<file path="src/rtl/dmem_arbiter.sv">
`default_nettype none
// ============================================================================
//  Module   : dmem_arbiter
//  Purpose  : Shares the single-port data_mem between the core load/store
//             path and a host (loader/testbench) port.
//             - One access granted per cycle. The core has fixed priority.
//             - host_lock blocks the core entirely.
//             - Optional starvation counter forces a host grant after
//               MAX_WAIT consecutive denied host cycles.
//             - Load data is registered and returned one cycle after grant.
//  Build    : define DMEM_ARB_STARVE_EN to compile in the host wait counter
//             and the forced-host rule. Without it the arbiter uses pure
//             fixed priority (lock, then core, then host).
//  Ports    : clk, reset (async, active-low)
//             core_req/we/addr/wdata      -> core_gnt/stall/rvalid/rdata
//             host_req/we/addr/wdata/lock -> host_gnt/rvalid/rdata
//             mem_addr/read/write/wdata   -> data_mem, mem_rdata <- data_mem
//  Revision : 1.0  initial release
// ============================================================================
module dmem_arbiter #(
    parameter int MAX_WAIT = 4
) (
    input  logic       clk,
    input  logic       reset,
    // core load/store path
    input  logic       core_req,
    input  logic       core_we,
    input  logic [7:0] core_addr,
    input  logic [7:0] core_wdata,
    output logic       core_gnt,
    output logic       core_stall,
    output logic       core_rvalid,
    output logic [7:0] core_rdata,
    // host port
    input  logic       host_req,
    input  logic       host_we,
    input  logic [7:0] host_addr,
    input  logic [7:0] host_wdata,
    input  logic       host_lock,
    output logic       host_gnt,
    output logic       host_rvalid,
    output logic [7:0] host_rdata,
    // data_mem side
    output logic [7:0] mem_addr,
    output logic       mem_read,
    output logic       mem_write,
    output logic [7:0] mem_wdata,
    input  logic [7:0] mem_rdata
);

    // Elaboration-time guard on the parameter range (counter is 4 bits).
    if (MAX_WAIT < 1 || MAX_WAIT > 15) begin : g_max_wait_check
        $error("dmem_arbiter: MAX_WAIT must be in 1..15");
    end

    logic       w_core_gnt;
    logic       w_host_gnt;
    logic       w_host_force;
    logic       r_core_rvalid;
    logic       r_host_rvalid;
    logic [7:0] r_core_rdata;
    logic [7:0] r_host_rdata;

`ifdef DMEM_ARB_STARVE_EN
    localparam logic [3:0] c_max_wait = 4'(MAX_WAIT);

    logic [3:0] r_wait_cnt;

    // Host has waited long enough: it goes ahead of the core this cycle.
    assign w_host_force = host_req && (r_wait_cnt == c_max_wait);

    always_ff @(posedge clk or negedge reset) begin
        if (!reset) begin
            r_wait_cnt <= 4'd0;
        end else if (!host_req || w_host_gnt) begin
            r_wait_cnt <= 4'd0;
        end else if (r_wait_cnt != c_max_wait) begin
            r_wait_cnt <= r_wait_cnt + 4'd1;
        end
    end
`else
    assign w_host_force = 1'b0;
`endif

    // Grant decode. Gated by reset so nothing reaches memory while the
    // block is held in reset.
    always_comb begin
        w_core_gnt = 1'b0;
        w_host_gnt = 1'b0;
        if (!reset) begin
            w_core_gnt = 1'b0;
            w_host_gnt = 1'b0;
        end else if (host_lock) begin
            w_host_gnt = host_req;
        end else if (w_host_force) begin
            w_host_gnt = 1'b1;
        end else if (core_req) begin
            w_core_gnt = 1'b1;
        end else if (host_req) begin
            w_host_gnt = 1'b1;
        end
    end

    // Memory mux: the granted requester drives address/data, zero when idle.
    always_comb begin
        mem_addr  = 8'h00;
        mem_wdata = 8'h00;
        mem_write = 1'b0;
        mem_read  = 1'b0;
        if (w_core_gnt) begin
            mem_addr  = core_addr;
            mem_wdata = core_wdata;
            mem_write = core_we;
            mem_read  = ~core_we;
        end else if (w_host_gnt) begin
            mem_addr  = host_addr;
            mem_wdata = host_wdata;
            mem_write = host_we;
            mem_read  = ~host_we;
        end
    end

    // Read return: capture on a granted load, rvalid pulses for one cycle.
    always_ff @(posedge clk or negedge reset) begin
        if (!reset) begin
            r_core_rvalid <= 1'b0;
            r_host_rvalid <= 1'b0;
            r_core_rdata  <= 8'h00;
            r_host_rdata  <= 8'h00;
        end else begin
            r_core_rvalid <= w_core_gnt & ~core_we;
            r_host_rvalid <= w_host_gnt & ~host_we;
            if (w_core_gnt && !core_we) begin
                r_core_rdata <= mem_rdata;
            end
            if (w_host_gnt && !host_we) begin
                r_host_rdata <= mem_rdata;
            end
        end
    end

    assign core_gnt    = w_core_gnt;
    assign core_stall  = core_req & ~w_core_gnt;
    assign core_rvalid = r_core_rvalid;
    assign core_rdata  = r_core_rdata;
    assign host_gnt    = w_host_gnt;
    assign host_rvalid = r_host_rvalid;
    assign host_rdata  = r_host_rdata;

endmodule
`default_nettype wire

</file>
<file path="config.mk">
export PLATFORM = sky130hd
export DESIGN_NAME = dmem_arbiter
export DESIGN_NICKNAME = d
export VERILOG_FILES = /design/src/rtl/dmem_arbiter.sv
export SDC_FILE = /design/constraint.sdc
export NUM_CORES = 1
export LEC_CHECK = 0
export CORE_ASPECT_RATIO = 0.6
export CORE_UTILIZATION = 33
export DETAILED_ROUTE_END_ITERATION = 8
export PLACE_DENSITY_LB_ADDON = 0.3
export REMOVE_ABC_BUFFERS = 1
export SYNTH_ARGS = -nofsm -noshare
export SYNTH_HDL_FRONTEND = slang
export SYNTH_SLANG_ARGS = --single-unit
</file>
<file path="constraint.sdc">
create_clock -name clk -period 2.1 [get_ports clk]
set_clock_uncertainty 0.1 [all_clocks]
set_input_delay 0.42 -clock clk [delete_from_list [all_inputs] [get_ports clk]]
set_output_delay 0.42 -clock clk [all_outputs]
set_load 0.03 [all_outputs]
</file>
**Word-level counts from Yosys, hierarchy flattened**

Index checks and enable logic that the tools add are counted.

- Mux-type cells: 15
- Bitwise operators: 6
- Reductions and logical operators: 4

Operators by type and width:

| operator | number |
|---|---|
| 8-bit two-way mux | 4 |
| 1-bit two-way mux | 11 |
| 1-bit bitwise AND | 3 |
| 1-bit NOT | 3 |
| 1-bit logical AND | 2 |
| 1-bit logical NOT | 2 |

- Bits in registers: 18
- Output and inout port bits: 39
- Bits of input ports: 47

**Logic depth before layout (Yosys ltp)**

- Depth after elaboration: 6
- Gate-level depth with buffers: 5
- Gate-level depth less buffers: 3

**Worst setup path after synthesis**

OpenSTA, ideal clock, no wires.

- Kind: in2out
- From: in host_lock
- To: out mem_addr[0]
- Buffers on the path: 2
- Arrival time: 1305 ps
- Cell stages on the path: 4
- Slack: 275 ps
- Cell sequence: and3b_1 -> buf_2 -> buf_6 -> a22o_1

- Elaborated cells on any way between the ends: 6
- Those cells by class: mux: 6

RTL lines:

| what | RTL line | source |
|---|---|---|
| start, declared | 39 | `input logic host_lock,` |
| 1-bit two-way mux | 93 | `end else if (host_lock) begin` |
| 1-bit two-way mux | 90 | `if (!reset) begin` |
| named net core_gnt | 30 | `output logic core_gnt,` |
| 8-bit two-way mux | 110 | `if (w_core_gnt) begin` |
| end, declared | 44 | `output logic [7:0] mem_addr,` |

The timed path passes the listed nets, and every way through them passes these cells.

**Worst setup path after layout**

- From: in core_req
- To: out mem_wdata[3]

- Longest elaborated chain between the ends: 5
- Elaborated cells on any way between the ends: 8
- Those cells by class: mux: 8

RTL lines:

| what | RTL line | source |
|---|---|---|
| start, declared | 26 | `input logic core_req,` |
| 1-bit two-way mux | 97 | `end else if (core_req) begin` |
| 1-bit two-way mux | 93 |  |
| 1-bit two-way mux | 90 |  |
| 8-bit two-way mux | 115 | `end else if (w_host_gnt) begin` |
| 8-bit two-way mux (*) | 110 |  |
| end, declared | 47 | `output logic [7:0] mem_wdata,` |

Every way passes the cells marked *; elsewhere a longest branch is shown, timed or not.

==> qor.yml <==
synthTopCellsByArea: "dfrtp_1, mux2_4, a22o_1"
power_uw: 1370
rows: 14
grt_use_total: 0.204
hold_viol_final: 0
ys_seq_elements: 18
arrival_ps: 1540
synth_cell_types: 13
drc: 0
cp_slowest_cell: "and3b_2"
first_global_vias: 927
antenna_cells: 0
dieArea_mm2: 0.00314
vias: 884
antenna_found_initial: 0
cts_buffer_depth: 2
max_slew_margin: 0.786
netlist_instances: 64
synth_top_area_cell: "dfrtp_1"
status: "finished, final reports clean"
tightest_slew_ps: 320
period_share: 0.980
drt-initial-drc-count: 54
wl_per_cell_um: 16.6
cts_tree: "built"
fill_cells: 173
coreArea_mm2: 0.00263
crit_chain: "dlygate4sd2_1 -> and3b_2 -> buf_12 -> a22o_1 -> buf_6"
synth_sequential_area_ratio: 0.468
rsz0062_at_grt: "false"
grt_pass1_wl_um: 4780
cts.htree.levels: 1
synth_top_area_share: 0.468
max_stage_delay_ps: 310
place_hpwl_um: 2380
grt_max_degree: 19
finish.net_count: 202
critPathLaunchType: "input port"
drt-vias-per-instance: 4.75
cp_max_fo: 8
setup_viol: 0
power.density_mw_per_mm2: 699
grt.overflow.total: 0
critical-path-top-delay-family: "buffers and inverters"
totalWireLength_um: 3090
final-max-slew-violation-count: 0
gp_congestion: 0.764
synth_area_per_cell_um2: 15.0
clkTransAtPathRegs_ps: 70
p_leak_uw: 0.000884
critPathKind: "in2out"
ios: 86
hold_buffers: 0
start_util: 0.366
io_buffers: 85
holdWs_ps: 216
dieWidth_um: 71.7
drv_cap: 0
worst-endpoint-required_ps: 1580
first_pass_iters: 4
area_growth_syn_to_layout_pct: 104
ant_nets: 0
peakVddDrop_mv: 0.586
end_kind: "primary output"
numCtsBuffers: 3
path_buf_inv: 3
die_h_um: 43.8
yosys_warnings: 0
drive_gt1_frac: 0.338
synthesis.area_um2: 962
insertion_delay_ps: 250
layout_min_cycle_time_ps: 2060
fmax_mhz: 486
cts_root_buf: "clkbuf_8"
cts_post_setup_buffers_inserted: 0
cts.repair.resized: 25
worstHoldPathType: "in2async"
cts.sinks: 18
[layout make-up]
cell class	count	area, µm²	area share
Tap cell	32	40.0	0.0204
Multi-Input combinational cell	40	460	0.234
Timing Repair Buffer	92	960	0.488
Clock buffer	4	55.1	0.0280
Sequential cell	18	450	0.229
[synthesized netlist by cell type]
master and count:
buf_6 4, nor2b_1 1, mux2_4 16, nand2b_1 1
and4b_1 1, and3_1 1, buf_2 1, nor2b_4 1
or2_1 1, buf_8 1, a22o_1 17, dfrtp_1 18
and3b_1 1
[through the flow]
stage	util	area (µm²)	setup slack, ps	TNS, ps	cells
floorplan	-	897	-293	-305	58
global placement	0.687	1810	-93.9	-1610	181
detailed placement	0.687	1810	-136	-2370	181
CTS	0.748	1970	43.1	0	186
global route	0.748	1970	5.71	0	186
finish	0.748	1970	41.3	0	186
[cells in the final DEF, fill, tap and decap left out, drive strengths merged]
cell type and instances:
a22o 17, and3 1, and3b 1, and4b 1, buf 28, clkbuf 4, clkdlybuf4s50 61, dfrtp 18
dlygate4sd2 3, mux2 16, nand2b 1, nor2b 2, or2 1
[final timing paths]
kind | cells past startpoint | from | to | slack [ps]
setup / recovery | 5 | core_req | mem_wdata[3] | 40
hold / removal | 2 | reset | host_rdata[6] | 220
setup reg to reg | 1 | host_rdata[7] | host_rdata[7] | 1210
hold reg to reg | 1 | host_rdata[3] | host_rdata[3] | 410
max in group asynchronous | 2 | reset | core_rdata[0] | 1490
min in group clk | 1 | host_rdata[3] | host_rdata[3] | 410
[cell families after synthesis]
logic type	share of synthesized area
flops	0.468
simple gates	0.0598
compound gates	0.155
mux	0.250
buf+inv	0.0676
[layer usage]
metal | vias to the layer above | track usage | wire length [µm]
li1 | 423 | - | -
met1 | 425 | 0.262 | 1350
met5 | - | 0 | 0
met3 | 2 | 0.0512 | 196
met2 | 34 | 0.364 | 1520
met4 | 0 | 0.0235 | 19
[power breakdown]
group / total (µW) / internal [µW] / switching, µW / leakage [µW]
Combinational: 640 / 346 / 295 / 0.000637
Clock: 275 / 166 / 109 / 0.0000288
Sequential: 459 / 416 / 43.2 / 0.000218
Total: 1370 / 928 / 446 / 0.000884
[sequential cells by signal (all words and copies together) (netlist names)]
signal / cells
core_rvalid: 1
host_rvalid: 1
core_rdata: 8
host_rdata: 8
Power figures use the tool's default switching activity.
